File: src/rtl/ula_adder_bios.sv
// EX-stage ALU and IF-stage PC incrementer (both combinational), plus a BIOS streamer that copies the
// boot program into instruction memory after reset: one word per clock, no backpressure, then bios_done stays set.
module ula_adder_bios #(
   parameter int BIOS_WORDS = 6
) (
   input  logic        clock,
   input  logic        reset,
   input  logic [31:0] A,
   input  logic [31:0] B,
   input  logic [4:0]  opcode,
   output logic [31:0] Out,
   output logic        zero,
   input  logic [31:0] pc_in,
   output logic [31:0] pc_plus1,
   output logic [31:0] captured_data,
   output logic [31:0] bios_addr,
   output logic        bios_we,
   output logic        bios_done
);

   localparam logic [4:0] LAST_IDX = 5'(BIOS_WORDS);

   typedef enum logic [4:0] {
      OP_ADD  = 5'd0,  OP_SUB  = 5'd1,  OP_AND  = 5'd2,  OP_OR   = 5'd3,
      OP_XOR  = 5'd4,  OP_NOT  = 5'd5,  OP_NAND = 5'd6,  OP_NOR  = 5'd7,
      OP_SLL  = 5'd8,  OP_SRL  = 5'd9,  OP_SRA  = 5'd10, OP_SLT  = 5'd11,
      OP_SLTU = 5'd12, OP_PASS = 5'd13, OP_INC  = 5'd14, OP_DEC  = 5'd15,
      OP_LUI  = 5'd16
   } alu_op_e;

   logic [31:0] alu_out;
   logic [4:0]  shamt;

   assign shamt = B[4:0];

   always_comb begin
      alu_out = 32'h0;
      case (alu_op_e'(opcode))
         OP_ADD:  alu_out = A + B;
         OP_SUB:  alu_out = A - B;
         OP_AND:  alu_out = A & B;
         OP_OR:   alu_out = A | B;
         OP_XOR:  alu_out = A ^ B;
         OP_NOT:  alu_out = ~A;
         OP_NAND: alu_out = ~(A & B);
         OP_NOR:  alu_out = ~(A | B);
         OP_SLL:  alu_out = A << shamt;
         OP_SRL:  alu_out = A >> shamt;
         OP_SRA:  alu_out = $signed(A) >>> shamt;
         OP_SLT:  alu_out = {31'b0, $signed(A) < $signed(B)};
         OP_SLTU: alu_out = {31'b0, A < B};
         OP_PASS: alu_out = B;
         OP_INC:  alu_out = A + 32'd1;
         OP_DEC:  alu_out = A - 32'd1;
         OP_LUI:  alu_out = {B[15:0], 16'h0};
         default: alu_out = 32'h0;
      endcase
   end

   assign Out      = alu_out;
   assign zero     = (alu_out == 32'h0);
   assign pc_plus1 = pc_in + 32'd1;

   function automatic logic [31:0] rom_word(input logic [4:0] i);
      case (i)
         5'd0:    rom_word = 32'h0110_0005;
         5'd1:    rom_word = 32'h0120_0003;
         5'd2:    rom_word = 32'h0231_2000;
         5'd3:    rom_word = 32'h0341_2000;
         5'd4:    rom_word = 32'h0F00_0000;
         default: rom_word = 32'h0000_0000;
      endcase
   endfunction

   logic [4:0]  idx_q,  idx_d;
   logic [31:0] data_q, data_d;
   logic [31:0] addr_q, addr_d;
   logic        we_q,   we_d;
   logic        done_q, done_d;

   always_comb begin
      idx_d  = idx_q;
      data_d = data_q;
      addr_d = addr_q;
      we_d   = we_q;
      done_d = done_q;
      if (idx_q < LAST_IDX) begin
         data_d = rom_word(idx_q);
         addr_d = {27'b0, idx_q};
         we_d   = 1'b1;
         idx_d  = idx_q + 5'd1;
      end else begin
         // Terminal state: idx parks at LAST_IDX so the copy never repeats.
         data_d = 32'h0;
         we_d   = 1'b0;
         done_d = 1'b1;
      end
   end

   always_ff @(posedge clock or negedge reset) begin
      if (!reset) begin
         idx_q  <= 5'd0;
         data_q <= 32'h0;
         addr_q <= 32'h0;
         we_q   <= 1'b0;
         done_q <= 1'b0;
      end else begin
         idx_q  <= idx_d;
         data_q <= data_d;
         addr_q <= addr_d;
         we_q   <= we_d;
         done_q <= done_d;
      end
   end

   assign captured_data = data_q;
   assign bios_addr     = addr_q;
   assign bios_we       = we_q;
   assign bios_done     = done_q;

endmodule

File: config.mk
export PLATFORM = sky130hd
export DESIGN_NAME = ula_adder_bios
export DESIGN_NICKNAME = d
export VERILOG_FILES = /design/src/rtl/ula_adder_bios.sv
export SDC_FILE = /design/constraint.sdc
export NUM_CORES = 1
export LEC_CHECK = 0
export BUFFER_PORTS_ARGS = -buffer_cell sky130_fd_sc_hd__buf_2
export CORE_MARGIN = 3
export CORE_UTILIZATION = 41
export CTS_BUF_LIST = sky130_fd_sc_hd__clkbuf_2
export CTS_CLUSTER_DIAMETER = 100
export DETAILED_ROUTE_END_ITERATION = 7
export GPL_TIMING_DRIVEN = 0
export MAX_ROUTING_LAYER = met4
export SYNTH_ARGS = -nofsm -noshare
export SYNTH_HDL_FRONTEND = slang
export SYNTH_SLANG_ARGS = --single-unit
File: constraint.sdc
create_clock -name clock -period 10.78 [get_ports clock]
set_input_delay 2.156 -clock clock [delete_from_list [all_inputs] [get_ports clock]]
set_output_delay 2.156 -clock clock [all_outputs]
set_load 0.03 [all_outputs]
# Yosys cells after proc, flatten, opt, wreduce, memory -nomap -nowiden
# Cells that the tools add are included.
totals:
  in_bits: 103
  ff_bits: 44
  word_cells: 50
classes:
  muxes: 4
  shifts: 3
  eq_ne: 20
  add_sub_neg: 6
  magnitude_cmp: 3
  n_reduce_logical: 3
  bitwise_logic: 6
ops:
  columns: ["cell", "count"]
  rows:
  - ["$pmux 32 s17", 1]
  - ["$pmux 28 s5", 1]
  - ["$not 32->32", 3]
  - ["$add 32x1->32 const B", 2]
  - ["$lt 32x32->1", 2]
  - ["$eq 5x4->1 const B", 8]
  - ["$add 32x32->32", 1]
  - ["$and 32x32->32", 1]
  - ["$logic_not 32->1", 1]
  - ["$mux 32", 1]
  - ["$or 32x32->32", 1]
  - ["$shl 32x5->32", 1]
  - ["$shr 32x5->32", 1]
  - ["$sshr 32x5->32", 1]
  - ["$sub 32x1->32 const B", 1]
  - ["$sub 32x32->32", 1]
  - ["$xor 32x32->32", 1]
  - ["$eq 5x3->1 const B", 5]
  - ["$eq 5x2->1 const B", 4]
  - ["$eq 5x1->1 const B", 2]
  - ["$logic_not 5->1", 2]
  - ["$add 5x1->5 const B", 1]
  - ["$eq 5x5->1 const B", 1]
  - ["$lt 5x3->1 const B", 1]
  - ["$mux 1", 1]

# Longest topological paths before layout
# Gate-level depths: netlist of run 1.
depth:
  word_depth: 4
  mapped_depth: 26
  depth_no_buf: 21

# Least setup slack after synthesis of run 1
# OpenSTA, ideal clock, no wires.
synth_path:
  kind: "input to output"
  start: "input B[1]"
  end: "output zero"
  path_slack_ns: 0.615
  arrival_ns: 8.009
  cell_stages: 23
  cell_sequence: "buf_2 inv_1 buf_2 buf_2 ha_1 nand3_1 or3_1 nand2b_1 or4_1 clkbuf_1 nor2_1 xnor2_1 a21oi_1 ha_1 clkbuf_1 a21o_1 o21bai_1 or4_1 mux2i_1 or3b_1 or4_1 nor4_1 and4bb_1"
synth_via:
  elab_cells_between_ends: 14
synth_lines:
  columns: ["item", "line_no", "text"]
  rows:
  - ["from (decl)", "9", "input logic [31:0] B,"]
  - ["$sub 32x32->32, or another cell as far along", "40", "OP_SUB: alu_out = A - B;"]
  - ["$pmux 32 s17 (*)", "38", "case (alu_op_e'(opcode))"]
  - ["via Out[27]", "11", "output logic [31:0] Out,"]
  - ["$logic_not 32->1 (*)", "61", "assign zero = (alu_out == 32'h0);"]
  - ["to (decl)", "12", "output logic zero,"]
# The timed path passes the listed nets; every way through them passes the cells marked *.

# Final worst setup path of run 1
layout_path:
  start: "input B[2]"
  end: "output zero"
layout_via:
  elab_chain_cells: 4
  elab_cells_between_ends: 14
layout_rtl:
  columns: ["item", "line_no"]
  rows:
  - ["parallel branches: the longest is 2 deep, another holds $sub 32x32->32", null]
  - ["$pmux 32 s17 (*)", "38"]
  - ["$logic_not 32->1 (*)", "61"]
# Every way passes the cells marked *.

==> results of run 1 <==
-- worst max-delay path, cell delays in order --
cell and delay, ns:
buf_2 0.19, inv_1 0.31, buf_1 0.62, clkbuf_1 0.59, clkbuf_2 0.48, ha_1 0.39, or4_1 0.54, a31oi_1 0.47
a21oi_1 0.33, a21oi_1 0.49, a21oi_1 0.25, mux2i_1 0.16, or3b_1 0.42, or4_1 0.55, nor4_2 0.26, and4bb_1 0.21
buf_2 0.19
-- power groups by stage --
| stage | clock network (W) | registers [W] | logic, W |
|---|---|---|---|
| global placement | 0 | 0.0000841 | 0.000789 |
| detailed placement | 0 | 0.0000841 | 0.000787 |
| global route | 0.0000349 | 0.0000827 | 0.000871 |
| finish | 0.0000290 | 0.0000826 | 0.000831 |
| floorplan | 0 | 0.0000841 | 0.000521 |
| CTS | 0.0000304 | 0.0000826 | 0.000798 |
-- synthesized netlist by cell type, types with 19 or more instances --
library cell,instances
a211oi_1,28
a21o_1,21
a21oi_1,139
a22oi_1,27
a31oi_1,23
buf_2,26
buf_4,54
clkbuf_1,81
dfrtp_1,22
ha_1,134
inv_1,99
mux2_2,22
mux2i_1,59
mux4_2,35
nand2_1,161
nand2b_1,23
nand3_1,66
nand4_1,23
nor2_1,148
nor2b_1,30
nor3_1,52
nor4_1,19
o211ai_1,29
o21ai_0,70
o22ai_1,23
xnor2_1,99
xor2_1,33
-- through the flow --
step	util (%)	instances	cell area [sq um]	power (W)	TNS, ns
final	47.7	2539	15200	0.000943	0
after detailed placement	47.2	2538	15000	0.000871	-2.13
after floorplan	-	1918	13600	0.000605	0
after global routing	47.7	2539	15200	0.000989	0
after CTS	47.5	2539	15200	0.000911	0
after global placement	47.2	2538	15000	0.000873	-2.23
-- flip-flops by register name, indices dropped and copies added, names as in the netlist --
signal / cells
bios_addr: 5
bios_done: 1
bios_we: 1
captured_data: 10
idx_q: 5
-- cell families after synthesis --
kind of cell	after synthesis	share of synthesized area, %
XOR/XNOR	132	8.63
other	1	0.0280
buffers and inverters	292	10.9
multiplexers	123	12.8
flip-flops	22	4.11
adder cells (fa/ha/maj)	136	12.8
AND/OR/NAND/NOR	631	23.6
AO/OA/AOI/OAI	535	27.2
-- placed cells by master, fill, tap and decap left out, drive strengths merged, types with 21 or more instances in the layout --
| cell type | instances |
|---|---|
| buf | 294 |
| nand2 | 161 |
| nor2 | 148 |
| a21oi | 139 |
| ha | 134 |
| xnor2 | 99 |
| inv | 97 |
| clkbuf | 81 |
| o21ai | 76 |
| nand3 | 67 |
| mux2i | 60 |
| nor3 | 54 |
| conb | 47 |
| mux4 | 35 |
| xor2 | 33 |
| nor2b | 30 |
| o211ai | 29 |
| a211oi | 28 |
| mux2 | 28 |
| a22oi | 27 |
| nand4 | 24 |
| nand2b | 23 |
| a31oi | 23 |
| o22ai | 23 |
| dfrtp | 22 |
| a21o | 21 |
-- per-layer routing --
layer	global-route usage [%]	vias to the layer above	share of wire [%]
met1	52.6	7921	38
met3	8.00	304	12
met2	62.4	1315	42
met5	-	-	0
li1	-	7268	-
met4	25.5	0	8.2
-- how the worst max path moves through the flow --
stage / from / cells after the start / to
after floorplan: B[1] / 23 / zero
after global placement: opcode[2] / 24 / zero
after detailed placement: opcode[2] / 24 / zero
after CTS: B[2] / 17 / zero
after global routing: B[2] / 17 / zero
final: B[2] / 17 / zero
-- final cells by class --
cell class | instances | area [sq um] | share of cell area (%)
Tap cell | 435 | 544 | 3.58
Multi-Input combinational cell | 1604 | 11700 | 76.7
Buffer | 182 | 1080 | 7.10
Inverter | 102 | 390 | 2.57
Antenna cell | 1 | 2.50 | 0.0165
Timing Repair Buffer | 190 | 963 | 6.33
Clock buffer | 3 | 15.0 | 0.0987
Sequential cell | 22 | 551 | 3.62
-- repair_timing --
action                     in CTS  in global routing
setup endpoints to repair       4                  1
gates resized for setup        30                 18
setup buffers                   1                  4
pin swaps                       1                  1
==> reports/qor.txt, run 1 <==
CTS Hold Buffers Added: 0
share of cells above drive strength 1: 19.5%
Final Hold Slack: 0.487 ns
unrepaired setup endpoints after global routing: false
vias per inst: 6.62
WHS Path Cells: 1
core area: 0.0319 sq mm
Leak: 6.74 nW
fin nets: 2344
register area share after synthesis: 4.11%
Crit Path Max Fanout: 11
1st-pass router iterations: 6
number of synthesized flops with an enable pin: 0
I/O Buffers: 185
Clock H-tree levels: 1
RR Endpoint: captured_data[25]$_DFF_PN0_
top post-synthesis cells by area: ha_1 (13%), xnor2_1 (6.5%), mux4_2 (5.9%), a21oi_1 (5.2%), nand2_1 (4.5%)
required time of the critical path: 8.62 ns
setup ws final: 0.00341 ns
setup slack at placement: -1.36 ns
gr usage total: 42.0%
internal power: 0.000365 W
fmax: 0.0928 GHz
area delta synth->final: 13.5%
ys async rst share: 100%
startpoint types: input port
DR vias: 16808
Max VDD drop: 33.7 uV
row count: 65
Worst setup EP type: output pin
clock sink total: 22
worst r2r path cells: 3
Synth Warn #: 0
part of the cycle the worst path needs: 100%
critical path type: in -> out
Max-Cap Viols: 0
CTS root buf: clkbuf_2
die area: 0.0349 sq mm
CTS tree: done
Detailed Route Iter0 Violations: 2386
Mapped Cells: 1872
PwrDens: 62.0 mW/mm^2
Starting Density: 42.0%
final hold vios: 0
initial antenna violation count: 1
Mapped Avg Cell Area: 7.16 sq um
fin. max-slew vios: 0
die height: 187 microns
arrival time worst endpoint: 8.62 ns
cts bufs inserted: 3
Synth top area share: 12.5%
Worst Hold Path EP: bios_done$_DFFE_PN0N_
ANT nets after route: 0
register bit total from synthesis: 22
worst relative slew slack: 2.05%
Wirelength per Cell: 29.6 microns
DRC violation count after routing: 0
Least-Margin Pin Slew: 1.47 ns
worst r2r src: idx_q[3]$_DFFE_PN0P_
final wirelength: 75200 microns
clock power share: 3.1%
GR Overflow Total: 0
fin crit period: 10.78 ns
switching share of power: 61.3%
DIE WIDTH: 187 microns
worst-skew pair later-pin latency: 0.30 ns
# IOs: 234
Fill cells: 3454
synthesized cell area: 0.0134 sq mm
sequential power share: 8.8%
routability cong.: 1.10
Post-DP HPWL: 60700 microns
pin count of the biggest net entering global routing: 23
first-pass GRT wire length: 108000 microns
Synth cell types: 94
worst min-delay path startpoint: bios_done$_DFFE_PN0N_
Clock Path Buffers: 2
P_sw: 0.000578 W
Gate power share: 88.2%
Synth Flop Type: dfrtp_1
vias in the first global route: 15623
Finish-stage setup viols: 0
Worst R2R Setup Slack: 9.15 ns
Tightest Hold Check Type: reg -> reg
Worst Clk Skew: 0.00620 ns
post-synth top area cell: ha_1
Clock transition at path regs: 0.18 ns
status: finished, final reports clean
Note: power is estimated with default switching activity, not from simulation.
==> inputs of run 2 (changes only) <==
Clock period 10.78 ns to 13.5 ns, I/O delays scaled along.
==> run 2 against run 1 <==
The run now ends with max-capacitance violations, max-slew violations left. Die area unchanged. Critical endpoint unchanged. Count of clock-buffer cells in the layout is the same. Clock power shrank 19%. First-iteration DRC count up 4.3%. Largest cell class unchanged.
==> reports/qor.txt, run 2 (synthesis gave the netlist of run 1 again) <==
sequential power share: 8.8% (about the same)
leading cell type in the layout, fill and taps excluded: buf_2 (unchanged)
# IOs: 234 (unchanged)
Worst setup EP type: output pin (unchanged)
Tightest Hold Check Type: reg -> reg (unchanged)
Max VDD drop: 26.6 uV (was 33.7 uV)
crit-path most repeated cell: buf_2 (was a21oi_1)
core area: 0.0319 sq mm (unchanged)
DR vias: 16798 (was 16808)
P_sw: 0.000460 W (was 0.000578 W)
Least-Margin Pin Slew: 1.55 ns (was 1.47 ns)
arrival time worst endpoint: 10.63 ns (was 8.62 ns)
worst-skew pair later-pin latency: 0.31 ns (was 0.30 ns)
initial antenna violation count: 2 (was 1)
total negative slack: 0 ns (unchanged)
wl on met1: 28900 microns (was 28500 microns)
final hold vios: 0 (unchanged)
Worst path max stage delay: 0.84 ns (was 0.62 ns)
switching share of power: 61.6% (was 61.3%)
failing checks: max-capacitance violations, max-slew violations
setup slack at placement: 0.275 ns (was -1.36 ns)
Starting Density: 42.0% (unchanged)
Crit Path Max Fanout: 10 (was 11)
routed wl met2: 31800 microns (was 31700 microns)
final wirelength: 75300 microns (was 75200 microns)
top sig layer: met4 (unchanged)
setup ws final: 0.173 ns (was 0.00341 ns)
clock sink total: 22 (unchanged)
pin count of the biggest net entering global routing: 23 (unchanged)
fin nets: 2347 (was 2344)
post-layout instance area: 0.0151 sq mm (was 0.0152 sq mm)
I/O Buffers: 185 (unchanged)
Clock H-tree levels: 1 (unchanged)
routability cong.: 1.10 (unchanged)
vias in the first global route: 15633 (was 15623)
part of the cycle the worst path needs: 98.7%
GR Overflow Total: 0 (unchanged)
fmax: 0.0750 GHz
post-CTS setup buffers: 0 (was 1)
die area: 0.0349 sq mm (unchanged)
crit path to: zero (unchanged)
unrepaired setup endpoints after global routing: false (unchanged)
Wirelength per Cell: 29.6 microns (about the same)
Max-Cap Viols: 1 (was 0)
RR Endpoint: captured_data[25]$_DFF_PN0_ (unchanged)
1st-pass router iterations: 7 (was 6)
Cell Chain, Critical Path: buf_2, buf_2, buf_2, buf_2, buf_2, buf_2, nand3_1, nor2_1, clkbuf_1, a21o_1, inv_1, ha_1, nor2b_1, o31a_1, o21a_1, o21ai_0, a31o_2, mux2i_1, o211ai_1, nor4b_1, nand4_4, nor4_1, and4bb_1, buf_2 (was buf_2, inv_1, buf_1, clkbuf_1, clkbuf_2, ha_1, or4_1, a31oi_1, a21oi_1, a21oi_1, a21oi_1, mux2i_1, or3b_1, or4_1, nor4_2, and4bb_1, buf_2)
Finish-stage setup viols: 0 (unchanged)
critical path's slowest cell: clkbuf_1 (was buf_1)
most frequent cells in the layout: buf_2 (211), nand2_1 (161), nor2_1 (148) (was buf_2 (208), nand2_1 (161), nor2_1 (146))
crit path from: opcode[2] (was B[2])
fin crit period: 13.33 ns
DRC violation count after routing: 0 (unchanged)
Detailed Route Iter0 Violations: 2489 (was 2386)
met3 WL: 8700 microns (was 8850 microns)
share of cells above drive strength 1: 17.9% (was 19.5%)
Leak: 6.69 nW (was 6.74 nW)
gr usage total: 42.0% (about the same)
worst relative slew slack: -3.86% (was 2.05%)
PwrDens: 49.6 mW/mm^2 (was 62.0 mW/mm^2)
Gate power share: 88.0% (was 88.2%)
vias per inst: 6.61 (was 6.62)
DIE WIDTH: 187 microns (unchanged)
Worst R2R Setup Slack: 11.87 ns (was 9.15 ns)
ANT nets after route: 0 (unchanged)
worst min-delay path startpoint: bios_done$_DFFE_PN0N_ (unchanged)
Clock transition at path regs: 0.18 ns (about the same)
Post-DP HPWL: 60700 microns (unchanged)
Worst Clk Skew: 0.00821 ns (was 0.00620 ns)
required time of the critical path: 10.80 ns (was 8.62 ns)
fin. max-slew vios: 8 (was 0)
CTS tree: done (unchanged)
Clock Path Buffers: 2 (unchanged)
die height: 187 microns (unchanged)
Core Util, Final: 47.3% (was 47.7%)
worst r2r path cells: 3 (unchanged)
worst r2r src: idx_q[3]$_DFFE_PN0P_ (unchanged)
Final Hold Slack: 0.487 ns (about the same)
number of flip-flops under the largest register name: 10 (unchanged)
clock power share: 3.1% (about the same)
row count: 65 (unchanged)
startpoint types: input port (unchanged)
first-pass GRT wire length: 108000 microns (about the same)
critical path type: in -> out (unchanged)
Placed Instance Area: 0.0150 sq mm (unchanged)
status: finished, violations left (was finished, final reports clean)
internal power: 0.000287 W (was 0.000365 W)
CTS root buf: clkbuf_2 (unchanged)
area delta synth->final: 12.5% (was 13.5%)
cts bufs inserted: 3 (unchanged)
## run 2: timing repair
item,in CTS,in global routing
hold endpoints to repair,0,0
setup endpoints to repair,0,1
hold buffers,0,0
resized for setup,0,2
## run 2: worst min path at each step
stage                                              to  slack, ns  cells after the start
final                           bios_done$_DFFE_PN0N_       0.49                      1
after global routing            bios_done$_DFFE_PN0N_       0.54                      1
after CTS                       bios_done$_DFFE_PN0N_       0.49                      1
after detailed placement        bios_done$_DFFE_PN0N_       0.45                      1
after global placement          bios_done$_DFFE_PN0N_       0.45                      1
after floorplan           captured_data[24]$_DFF_PN0_       0.47                      1
## run 2: critical path: cells and delay by family
| kind | cells | cell delay [ns] |
|---|---|---|
| adders and majority gates | 1 | 0.26 |
| AOI/OAI and AO/OA | 6 | 2.11 |
| buffers and inverters | 9 | 3.01 |
| and+or+nand+nor | 7 | 2.26 |
| muxes | 1 | 0.26 |
## run 2: cell type report
class                      count  area (sq um)
timing repair buffer         185           926
fill                        3468         16800
sequential                    22           551
tap                          435           544
clock buffer                   3          15.0
antenna                        2          5.00
buffer                       190          1070
multi-input combinational   1604         11600
inverter                     102           383
## run 2: metal layers
layer  vias up  GRT usage (%)
met5         -              -
met4         0           25.2
met3       307           8.12
met2      1293           62.7
met1      7916           52.6
li1       7282              -
## run 2: power groups by stage
stage | registers, W | clock network [W] | logic, W
3_5_place_dp | 0.0000671 | 0 | 0.000629
6_report | 0.0000660 | 0.0000235 | 0.000657
3_3_place_gp | 0.0000671 | 0 | 0.000630
5_1_grt | 0.0000660 | 0.0000279 | 0.000689
4_1_cts | 0.0000660 | 0.0000243 | 0.000631
2_1_floorplan | 0.0000672 | 0 | 0.000416
## run 2: metrics by stage
step | instances | power, W
3_5_place_dp | 2538 | 0.000696
2_1_floorplan | 1918 | 0.000483
3_3_place_gp | 2538 | 0.000697
4_1_cts | 2541 | 0.000722
6_report | 2543 | 0.000747
5_1_grt | 2543 | 0.000783
